[src/rtl/tl_ul_arbiter_2to1.sv]
// rtl/tl_ul_arbiter_2to1.sv - two-client round-robin TL-UL arbiter with burst lock and D-channel demux
//
// Purpose
//   Shares one TL-UL manager port between two client ports. The A channel is arbitrated
//   round-robin. A multi-beat Put burst is locked to the client that owns it. The D channel
//   is demuxed back to a client by the MSB of the returned source.
//
// Ports
//   clock, reset                : single clock, synchronous active-high reset
//   auto_in{0,1}_a_*            : client A channels (source SRC_W bits)
//   auto_in{0,1}_d_*            : client D channels (source SRC_W bits)
//   auto_out_a_*                : manager A channel (source SRC_W+1 bits, MSB = client index)
//   auto_out_d_*                : manager D channel (source SRC_W+1 bits)
//   grant_cnt0, grant_cnt1      : 16-bit first-beat grant counters, present only with TL_ARB_PERF_EN
//
// Optional feature macro: TL_ARB_PERF_EN
module tl_ul_arbiter_2to1 #(
    parameter int ADDR_W   = 28,
    parameter int DATA_W   = 32,
    parameter int SRC_W    = 5,
    parameter int MAX_SIZE = 6
) (
    input  logic                clock,
    input  logic                reset,
    // client 0 A
    input  logic                auto_in0_a_valid,
    output logic                auto_in0_a_ready,
    input  logic [2:0]          auto_in0_a_bits_opcode,
    input  logic [2:0]          auto_in0_a_bits_param,
    input  logic [3:0]          auto_in0_a_bits_size,
    input  logic [SRC_W-1:0]    auto_in0_a_bits_source,
    input  logic [ADDR_W-1:0]   auto_in0_a_bits_address,
    input  logic [DATA_W/8-1:0] auto_in0_a_bits_mask,
    input  logic [DATA_W-1:0]   auto_in0_a_bits_data,
    input  logic                auto_in0_a_bits_corrupt,
    // client 0 D
    output logic                auto_in0_d_valid,
    input  logic                auto_in0_d_ready,
    output logic [2:0]          auto_in0_d_bits_opcode,
    output logic [1:0]          auto_in0_d_bits_param,
    output logic [3:0]          auto_in0_d_bits_size,
    output logic [SRC_W-1:0]    auto_in0_d_bits_source,
    output logic                auto_in0_d_bits_sink,
    output logic                auto_in0_d_bits_denied,
    output logic [DATA_W-1:0]   auto_in0_d_bits_data,
    output logic                auto_in0_d_bits_corrupt,
    // client 1 A
    input  logic                auto_in1_a_valid,
    output logic                auto_in1_a_ready,
    input  logic [2:0]          auto_in1_a_bits_opcode,
    input  logic [2:0]          auto_in1_a_bits_param,
    input  logic [3:0]          auto_in1_a_bits_size,
    input  logic [SRC_W-1:0]    auto_in1_a_bits_source,
    input  logic [ADDR_W-1:0]   auto_in1_a_bits_address,
    input  logic [DATA_W/8-1:0] auto_in1_a_bits_mask,
    input  logic [DATA_W-1:0]   auto_in1_a_bits_data,
    input  logic                auto_in1_a_bits_corrupt,
    // client 1 D
    output logic                auto_in1_d_valid,
    input  logic                auto_in1_d_ready,
    output logic [2:0]          auto_in1_d_bits_opcode,
    output logic [1:0]          auto_in1_d_bits_param,
    output logic [3:0]          auto_in1_d_bits_size,
    output logic [SRC_W-1:0]    auto_in1_d_bits_source,
    output logic                auto_in1_d_bits_sink,
    output logic                auto_in1_d_bits_denied,
    output logic [DATA_W-1:0]   auto_in1_d_bits_data,
    output logic                auto_in1_d_bits_corrupt,
    // manager A
    output logic                auto_out_a_valid,
    input  logic                auto_out_a_ready,
    output logic [2:0]          auto_out_a_bits_opcode,
    output logic [2:0]          auto_out_a_bits_param,
    output logic [3:0]          auto_out_a_bits_size,
    output logic [SRC_W:0]      auto_out_a_bits_source,
    output logic [ADDR_W-1:0]   auto_out_a_bits_address,
    output logic [DATA_W/8-1:0] auto_out_a_bits_mask,
    output logic [DATA_W-1:0]   auto_out_a_bits_data,
    output logic                auto_out_a_bits_corrupt,
    // manager D
    input  logic                auto_out_d_valid,
    output logic                auto_out_d_ready,
    input  logic [2:0]          auto_out_d_bits_opcode,
    input  logic [1:0]          auto_out_d_bits_param,
    input  logic [3:0]          auto_out_d_bits_size,
    input  logic [SRC_W:0]      auto_out_d_bits_source,
    input  logic                auto_out_d_bits_sink,
    input  logic                auto_out_d_bits_denied,
    input  logic [DATA_W-1:0]   auto_out_d_bits_data,
    input  logic                auto_out_d_bits_corrupt
`ifdef TL_ARB_PERF_EN
    ,
    output logic [15:0]         grant_cnt0,
    output logic [15:0]         grant_cnt1
`endif
);

    localparam int LG_BEAT = $clog2(DATA_W / 8);
    // Wide enough to hold the beat count of the largest legal burst.
    localparam int CNT_W   = MAX_SIZE - LG_BEAT + 1;

    typedef enum logic [1:0] {S_IDLE, S_HOLD, S_BURST} state_t;

    state_t           r_state;
    logic             r_owner;
    logic             r_rr_last;
    logic [CNT_W-1:0] r_beat_cnt;

    logic             w_sel;
    logic             w_sel_valid;
    logic             w_a_fire;
    logic             w_is_put;
    logic [3:0]       w_eff_size;
    logic [CNT_W-1:0] w_beats_m1;
    logic             w_d_sel;

    // Only IDLE arbitrates; HOLD and BURST keep the registered owner so the grant cannot move.
    always_comb begin
        w_sel = r_owner;
        if (r_state == S_IDLE) begin
            if (auto_in0_a_valid && auto_in1_a_valid) begin
                w_sel = ~r_rr_last;
            end else begin
                w_sel = auto_in1_a_valid;
            end
        end
    end

    assign w_sel_valid      = w_sel ? auto_in1_a_valid : auto_in0_a_valid;
    assign auto_out_a_valid = ~reset & w_sel_valid;
    assign auto_in0_a_ready = ~reset & ~w_sel & auto_out_a_ready;
    assign auto_in1_a_ready = ~reset &  w_sel & auto_out_a_ready;
    assign w_a_fire         = auto_out_a_valid & auto_out_a_ready;

    assign auto_out_a_bits_opcode  = w_sel ? auto_in1_a_bits_opcode  : auto_in0_a_bits_opcode;
    assign auto_out_a_bits_param   = w_sel ? auto_in1_a_bits_param   : auto_in0_a_bits_param;
    assign auto_out_a_bits_size    = w_sel ? auto_in1_a_bits_size    : auto_in0_a_bits_size;
    assign auto_out_a_bits_source  = {w_sel, (w_sel ? auto_in1_a_bits_source : auto_in0_a_bits_source)};
    assign auto_out_a_bits_address = w_sel ? auto_in1_a_bits_address : auto_in0_a_bits_address;
    assign auto_out_a_bits_mask    = w_sel ? auto_in1_a_bits_mask    : auto_in0_a_bits_mask;
    assign auto_out_a_bits_data    = w_sel ? auto_in1_a_bits_data    : auto_in0_a_bits_data;
    assign auto_out_a_bits_corrupt = w_sel ? auto_in1_a_bits_corrupt : auto_in0_a_bits_corrupt;

    // Beats minus one for the selected message; oversize requests saturate at MAX_SIZE.
    assign w_is_put   = (auto_out_a_bits_opcode[2:1] == 2'b00);
    assign w_eff_size = (auto_out_a_bits_size > 4'(MAX_SIZE)) ? 4'(MAX_SIZE) : auto_out_a_bits_size;
    always_comb begin
        w_beats_m1 = '0;
        if (w_is_put && (w_eff_size > 4'(LG_BEAT))) begin
            w_beats_m1 = (CNT_W'(1) << (w_eff_size - 4'(LG_BEAT))) - CNT_W'(1);
        end
    end

    always_ff @(posedge clock) begin
        if (reset) begin
            r_state    <= S_IDLE;
            r_owner    <= 1'b0;
            r_rr_last  <= 1'b1;
            r_beat_cnt <= '0;
        end else begin
            case (r_state)
                S_IDLE, S_HOLD: begin
                    if (w_a_fire) begin
                        r_rr_last <= w_sel;
                        if (w_beats_m1 != '0) begin
                            r_state    <= S_BURST;
                            r_owner    <= w_sel;
                            r_beat_cnt <= w_beats_m1;
                        end else begin
                            r_state <= S_IDLE;
                        end
                    end else if ((r_state == S_IDLE) && auto_out_a_valid) begin
                        r_state <= S_HOLD;
                        r_owner <= w_sel;
                    end
                end
                S_BURST: begin
                    if (w_a_fire) begin
                        r_beat_cnt <= r_beat_cnt - CNT_W'(1);
                        if (r_beat_cnt == CNT_W'(1)) begin
                            r_state <= S_IDLE;
                        end
                    end
                end
                default: r_state <= S_IDLE;
            endcase
        end
    end

    // D channel: route by the client-index bit carried in the source MSB.
    assign w_d_sel          = auto_out_d_bits_source[SRC_W];
    assign auto_in0_d_valid = ~reset & auto_out_d_valid & ~w_d_sel;
    assign auto_in1_d_valid = ~reset & auto_out_d_valid &  w_d_sel;
    assign auto_out_d_ready = ~reset & (w_d_sel ? auto_in1_d_ready : auto_in0_d_ready);

    assign auto_in0_d_bits_opcode  = auto_out_d_bits_opcode;
    assign auto_in0_d_bits_param   = auto_out_d_bits_param;
    assign auto_in0_d_bits_size    = auto_out_d_bits_size;
    assign auto_in0_d_bits_source  = auto_out_d_bits_source[SRC_W-1:0];
    assign auto_in0_d_bits_sink    = auto_out_d_bits_sink;
    assign auto_in0_d_bits_denied  = auto_out_d_bits_denied;
    assign auto_in0_d_bits_data    = auto_out_d_bits_data;
    assign auto_in0_d_bits_corrupt = auto_out_d_bits_corrupt;
    assign auto_in1_d_bits_opcode  = auto_out_d_bits_opcode;
    assign auto_in1_d_bits_param   = auto_out_d_bits_param;
    assign auto_in1_d_bits_size    = auto_out_d_bits_size;
    assign auto_in1_d_bits_source  = auto_out_d_bits_source[SRC_W-1:0];
    assign auto_in1_d_bits_sink    = auto_out_d_bits_sink;
    assign auto_in1_d_bits_denied  = auto_out_d_bits_denied;
    assign auto_in1_d_bits_data    = auto_out_d_bits_data;
    assign auto_in1_d_bits_corrupt = auto_out_d_bits_corrupt;

`ifdef TL_ARB_PERF_EN
    logic [15:0] r_grant_cnt0;
    logic [15:0] r_grant_cnt1;

    // A fire outside BURST is always the first beat of a message.
    always_ff @(posedge clock) begin
        if (reset) begin
            r_grant_cnt0 <= '0;
            r_grant_cnt1 <= '0;
        end else if (w_a_fire && (r_state != S_BURST)) begin
            if (w_sel) begin
                r_grant_cnt1 <= r_grant_cnt1 + 16'd1;
            end else begin
                r_grant_cnt0 <= r_grant_cnt0 + 16'd1;
            end
        end
    end

    assign grant_cnt0 = r_grant_cnt0;
    assign grant_cnt1 = r_grant_cnt1;
`endif

endmodule

[config.mk]
export PLATFORM = sky130hd
export DESIGN_NAME = tl_ul_arbiter_2to1
export DESIGN_NICKNAME = d
export VERILOG_FILES = /design/src/rtl/tl_ul_arbiter_2to1.sv
export SDC_FILE = /design/constraint.sdc
export NUM_CORES = 1
export LEC_CHECK = 0
export BUFFER_PORTS_ARGS = -buffer_cell sky130_fd_sc_hd__buf_4
export CELL_PAD_IN_SITES_DETAIL_PLACEMENT = 1
export CELL_PAD_IN_SITES_GLOBAL_PLACEMENT = 1
export CORE_AREA = 2 2 159 161
export DETAILED_ROUTE_END_ITERATION = 6
export DIE_AREA = 0 0 161 163
export PLACE_DENSITY_LB_ADDON = 0.08
export SLEW_MARGIN = 20
export SYNTH_ARGS = -nofsm -noshare
export SYNTH_HDL_FRONTEND = slang
export SYNTH_SLANG_ARGS = --single-unit
[constraint.sdc]
create_clock -name clock -period 3.75 [get_ports clock]
set_input_delay 1.125 -clock clock [delete_from_list [all_inputs] [get_ports clock]]
set_output_delay 1.125 -clock clock [all_outputs]
set_load 0.02 [all_outputs]
==> impl_results.md, run 1 <==
- Fill cell count: 3122
- Seq/Total Area, Yosys: 0.06701
- DRC: 0
- Post-DR wirelength/cell: ~15 um
- Mean Syn Cell Area: around 5.6 um^2
- Register area: about 180 um^2
- Latest clock arrival within the worst-skew pair: around 0.23 ns
- Synth Instances: a little under 500
- Lkg Pwr: between 2 and 2.5 nW
- P per Cell Area: 249.3 nW/um^2
- Status: finished clean
- DIE HEIGHT: ~160 um
- CTS Hold Bufs: 0
- Synth warn: 0
- Total CTS buffers: 3
- GRT Residual Overflow: 0
- Synth Flop Type: dfxtp_1
- Final nets: between 800 and 900
- Mapped Area: roughly 2700 um^2
- Setup TNS: 0 ns
- Clk root buf: clkbuf_16
- Hold Path Class: flop to flop
- Placed Cells: 972
- Largest net degree at the start of global routing: 60
- CP max stage delay: about 0.24 ns
- Met3 Usage GRT: 0.03259
- Fin. Hold Viols: 0
- Hold Crit Depth: 2
- Crit path time final: about 3.7 ns
- Core area: roughly 25000 um^2
- Clk sinks: 9
- Share of cells above drive strength 1: 0.4691
- Most frequent cells in the layout: buf_4 (279), nand2_1 (247), nor2_1 (13)
- Detailed Route Iter0 Violations: just over 80
- Final setup violation count: 0
- Worst-margin pin slew: about 0.46 ns
- Htree depth: 1
- Met1 usage: 0.1081
- Reg-to-Reg End: r_beat_cnt[3]
- Antenna cell count: 0
- Placer Congestion: roughly 0.74
- Final period utilization: 0.9828
- Post-synth EDFFs: 0
- Skew final: ~0.0014 ns
- Post-synth ARST share: 0
- Synthesized Nets: approximately 700
- Hold_ws: 0.5195 ns
- Crit Path Max Fanout: 30
- DR vias/cell: approximately 3.6
- Final core occ: 0.1854
- Starting Density: 0.1090
- GRT Total Usage: 0.1029
- CP Cell Sequence: buf_4, a21bo_2, o21a_4, clkinv_8, buf_4, buf_16, nand2_1, nand2_1, buf_4
- Post-layout power: roughly 1.1 mW
- Most common cell on crit path: buf_4
- Post-DP HPWL: 12470 um
- #FFs+latches synth: 9
- Crit. End Element: output port
- Max-cap violations: 0
- Relative slew margins: 0.6905
- Routed WL: roughly 15000 um
- Commonest non-fill, non-tap cell in the layout: buf_4
- Reg-to-reg slack, setup: roughly 0.63 ns
- Min-Delay Endpoint: r_rr_last
- Die area: around 26000 um^2
- Horiz. Die Dim: about 160 um
- Cell Count, Final, Fillers Out: 978
- Antenna-violating nets left: 0
- Min-delay src: r_rr_last
- Max Fclk: ~0.27 GHz
- Worst-path clk slew: around 0.040 ns
- Vias: ~3600
- CP max stage cell: o21a_4
- Worst Path Arrival: about 2.6 ns
- IO Count: 403
- Longest Clk Path Bufs: 2
- Peak VDD IR: 0.0001714 V
- Grt peak-use layer: met2
- Worst setup SP type: input port
- Setup Crit Path Kind: input port to output port
- Port bufs: ~260
- CTS tree: built
- Multi-input logic area: 1687 um^2
- Detailed Routing Iterations Pass 1: 4
- Crit Reg-Reg Startpoint: r_state[1]
- Area growth from synthesis to layout: 70.13%
- Yosys cell types: between 50 and 60
- Initial antenna violation count: 0
- Reg2reg path depth: 12
- Grt met2 use: 0.2043
- Vias in the first global route: around 3900
- WP data required: approximately 2.6 ns
- Global-route wire length before repair: between 20000 and 25000 um
- Slew Limit Fails: 0
- # rows: 58
[how the worst max path moves through the flow]
stage	from	endpoint	slack (ns)
final	auto_in0_a_valid	auto_out_a_bits_size[3]	0.06
after global routing	auto_in0_a_valid	r_beat_cnt[3]	-0.007
after CTS	auto_in0_a_valid	auto_out_a_bits_size[0]	0.009
after detailed placement	auto_in0_a_valid	r_beat_cnt[3]	-0.22
after global placement	auto_in0_a_valid	r_beat_cnt[3]	-0.13
after floorplan	auto_in1_a_valid	r_beat_cnt[3]	-0.02
[per-layer routing]
layer | vias up | share of wire
li1 | 1761 | -
met4 | 0 | 0.0041
met1 | 1610 | 0.36
met3 | 4 | 0.085
met2 | 178 | 0.55
met5 | - | 0
[power by group]
part           internal (mW)  switching, mW  total, mW
registers              0.101        0.00433      0.105
logic                  0.394          0.450      0.844
clock network          0.142         0.0491      0.192
[state kept, by name, summed over array words and instances (netlist names)]
signal	flops
r_owner	1
r_state	2
r_rr_last	1
r_beat_cnt	5
[cell usage after synthesis, types with 2 or more instances]
cell type / number / share of area
nand2_1: 248 / 0.35
buf_4: 99 / 0.28
clkbuf_1: 15 / 0.021
nor2_1: 13 / 0.018
dfxtp_1: 9 / 0.067
a21oi_1: 8 / 0.015
nand2b_1: 7 / 0.016
nor3_1: 7 / 0.013
buf_1: 5 / 0.0070
inv_1: 5 / 0.0070
o21ai_0: 5 / 0.0093
a211oi_1: 4 / 0.011
ha_1: 4 / 0.019
mux2i_1: 3 / 0.011
nor4_1: 3 / 0.0070
a22oi_1: 2 / 0.0056
and2_1: 2 / 0.0047
buf_6: 2 / 0.0084
mux2i_2: 2 / 0.010
o211ai_1: 2 / 0.0056
o21ai_1: 2 / 0.0037
o31ai_1: 2 / 0.0056
xor2_1: 2 / 0.0065
[layout make-up]
type	instances	area share
inverters	6	0.007659
well taps	330	0.09026
multi-input cells	345	0.3687
repair buffers	284	0.4767
flip-flops and latches	9	0.03939
clock buffers	4	0.01723
[critical path, delay by kind of cell]
family | cells | cell delay, ns
buffers and inverters | 5 | 0.72
AOI/OAI and AO/OA | 2 | 0.47
and+or+nand+nor | 2 | 0.23
[cell families (layout without fill, tap and decap cells)]
group | Yosys count | in the layout | synth area share
and+or+nand+nor | 292 | 292 | 0.4356
buffers and inverters | 127 | 294 | 0.3257
AOI/OAI and AO/OA | 41 | 41 | 0.1210
DFF | 9 | 9 | 0.06701
muxes | 6 | 6 | 0.02559
adders and majority gates | 4 | 4 | 0.01861
xor gates and xnor gates | 2 | 2 | 0.006516
[stage by stage]
stage / cell area (um^2) / setup slack, ns
floorplan: 2720 / -0.02233
global placement: 4429 / -0.1289
detailed placement: 4429 / -0.2227
CTS: 4512 / 0.008746
global route: 4574 / -0.007068
finish: 4574 / 0.06431
[what timing repair did]
item | CTS | global route
buffers inserted | 0 | 1
setup endpoints to repair | 2 | 19
resized for setup | 1 | 5
pin swaps | 0 | 2
hold endpoints to repair | 0 | 0
cloned | 0 | 1
(Power assumes the default switching activity.)
==> inputs of run 2 (changes only) <==
==> constraint.sdc (replaced) <==
create_clock -name clock -period 3.75 [get_ports clock]
set_input_delay 0.1875 -clock clock [delete_from_list [all_inputs] [get_ports clock]]
set_output_delay 0.1875 -clock clock [all_outputs]
set_load 0.02 [all_outputs]
==> run 2 against run 1 <==
Compared with the run above: non-clock buffer count fell by 25; worst setup slack improved by 0.21 ns; combinational power shrank 8.2%; sequential share of layout area grew 0.26 points; critical path type is now flop to flop; largest power group unchanged.
==> impl_results.md, run 2 (same netlist as run 1, synthesis figures left out) <==
- Global-route wire length before repair: around 21000 um
- Port bufs: between 200 and 300
- Routed WL: 14070 um
- Hold_ws: 0.2003 ns
- Peak VDD IR: between 0.00009 and 0.0001 V
- Initial antenna violation count: 0
- Most frequent cells in the layout: buf_4 (259), nand2_1 (248), nor2_1 (13)
- Relative slew margins: 0.5437
- Final nets: 846
- Antenna-violating nets left: 0
- Final core occ: 0.1740
- Fin. Hold Viols: 0
- Reg-to-Reg End: r_beat_cnt[3]
- Horiz. Die Dim: around 160 um
- Final period utilization: 0.9267
- Clk sinks: 9
- Post-DR wirelength/cell: roughly 15 um
- Reg2reg path depth: 12
- Largest net degree at the start of global routing: between 50 and 60
- Clk root buf: clkbuf_16
- DRC: 0
- Detailed Route Iter0 Violations: 65
- Hold Crit Depth: 2
- Min-delay src: auto_out_a_ready
- Starting Density: 0.1090
- P per Cell Area: 249.6 nW/um^2
- Placer Congestion: between 0.7 and 0.8
- Die area: around 26000 um^2
- Worst-path clk slew: around 0.04 ns
- Area growth from synthesis to layout: 59.70%
- Detailed Routing Iterations Pass 1: 4
- Post-cts resize count: 0
- Share of cells above drive strength 1: 0.4398
- CTS Hold Bufs: 0
- Worst setup SP type: flop
- Crit. End Element: flop
- Lkg Pwr: between 2 and 2.5 nW
- CP max stage cell: a311o_1
- # rows: between 50 and 60
- Final setup violation count: 0
- Postcts setup bufs: 0
- Worst-margin pin slew: between 0.6 and 0.7 ns
- Most common cell on crit path: ha_1
- Slew Limit Fails: 0
- Skew final: 0.002358 ns
- Commonest non-fill, non-tap cell in the layout: buf_4
- Largest Register: r_beat_cnt
- Max-cap violations: 0
- Status: finished clean
- Crit path time final: about 3.5 ns
- Vias in the first global route: between 3000 and 4000
- Hold Path Class: input port to flop
- CP delay by family, top: compound AO/OA/AOI/OAI gates
- Setup TNS: 0 ns
- CP max stage delay: ~0.44 ns
- Antenna cell count: 0
- Largest register FFs: 5
- Latest clock arrival within the worst-skew pair: ~0.24 ns
- Post-DP HPWL: approximately 12000 um
- Vias: roughly 3500
- Met3 Usage GRT: 0.03259
- GRT Residual Overflow: 0
- Worst Path Arrival: 3.59 ns
- Post-layout power: 1.072 mW
- Grt peak-use layer: met2
- IO Count: between 400 and 500
- Worst slack, placed: 0.2091 ns
- WP data required: 3.87 ns
- Core area: ~25000 um^2
- Min-Delay Endpoint: r_state[0]
- Met1 usage: 0.1033
- Reg-to-reg slack, setup: ~0.27 ns
- Longest Clk Path Bufs: 2
- Total CTS buffers: 3
- Crit Path Max Fanout: 7
- CTS tree: built
- Grt met2 use: 0.1955
- Unrepaired setup endpoints after global routing: no
- CP Cell Sequence: or2_1, o21a_4, clkinv_8, mux2_2, ha_1, nor2b_2, nand2_1, ha_1, and2_1, a311o_1, a222oi_1, nor3_1
- Setup Crit Path Kind: flop to flop
- Biggest regs: r_beat_cnt (5), r_state (2)
- DIE HEIGHT: approximately 160 um
- WP buf/inv: 1
- DR vias/cell: roughly 3.6
- Crit Reg-Reg Startpoint: r_state[1]
- GRT Total Usage: 0.09941
- Htree depth: 1
- Worst Slack Setup Final: about 0.27 ns
- Max Fclk: 0.2878 GHz
==> run 2: cell types whose count changed in the layout (fill, tap and decap cells not counted), sizes merged <==
| cell | before | now |
|---|---|---|
| buf | 283 | 259 |
| clkbuf | 5 | 4 |
==> run 2: worst max path at each step <==
stage                     from       endpoint  cells after the start
floorplan           r_state[0]  r_beat_cnt[3]                     14
global placement    r_state[0]  r_beat_cnt[3]                     12
detailed placement  r_state[1]  r_beat_cnt[2]                     12
CTS                 r_state[1]  r_beat_cnt[2]                     12
global route        r_state[1]  r_beat_cnt[3]                     12
finish              r_state[1]  r_beat_cnt[3]                     12
==> run 2: worst reg2reg max path: stages, from the launching register on <==
cell	delay, ns
dfxtp_1	0.35
or2_1	0.32
o21a_4	0.28
clkinv_8	0.06
mux2_2	0.33
ha_1	0.32
nor2b_2	0.22
nand2_1	0.11
ha_1	0.32
and2_1	0.18
a311o_1	0.44
a222oi_1	0.36
nor3_1	0.07
==> run 2: per-layer routing <==
metal	part of all wire	wire [um]
met5	0	0
met4	0.0078	110
met3	0.089	1257
met2	0.54	7627
met1	0.36	5074
==> run 2: power breakdown <==
part | switching, mW | internal [mW]
clock network | 0.0500 | 0.142
registers | 0.00397 | 0.101
logic | 0.431 | 0.344
==> run 2: stage by stage <==
| stage | std cells | cell area, um^2 |
|---|---|---|
| 3_5_place_dp | 949 | 4213 |
| 6_report | 953 | 4294 |
| 2_1_floorplan | 481 | 2689 |
| 4_1_cts | 953 | 4292 |
| 3_3_place_gp | 949 | 4213 |
| 5_1_grt | 953 | 4294 |
==> run 2: final cells by class <==
class,instances,area [um^2]
Timing Repair Buffer,259,1944
Multi-Input combinational cell,345,1643
Tap cell,330,412.9
Fill cell,3130,20380
Sequential cell,9,180.2
Clock buffer,4,78.83
Inverter,6,35.03
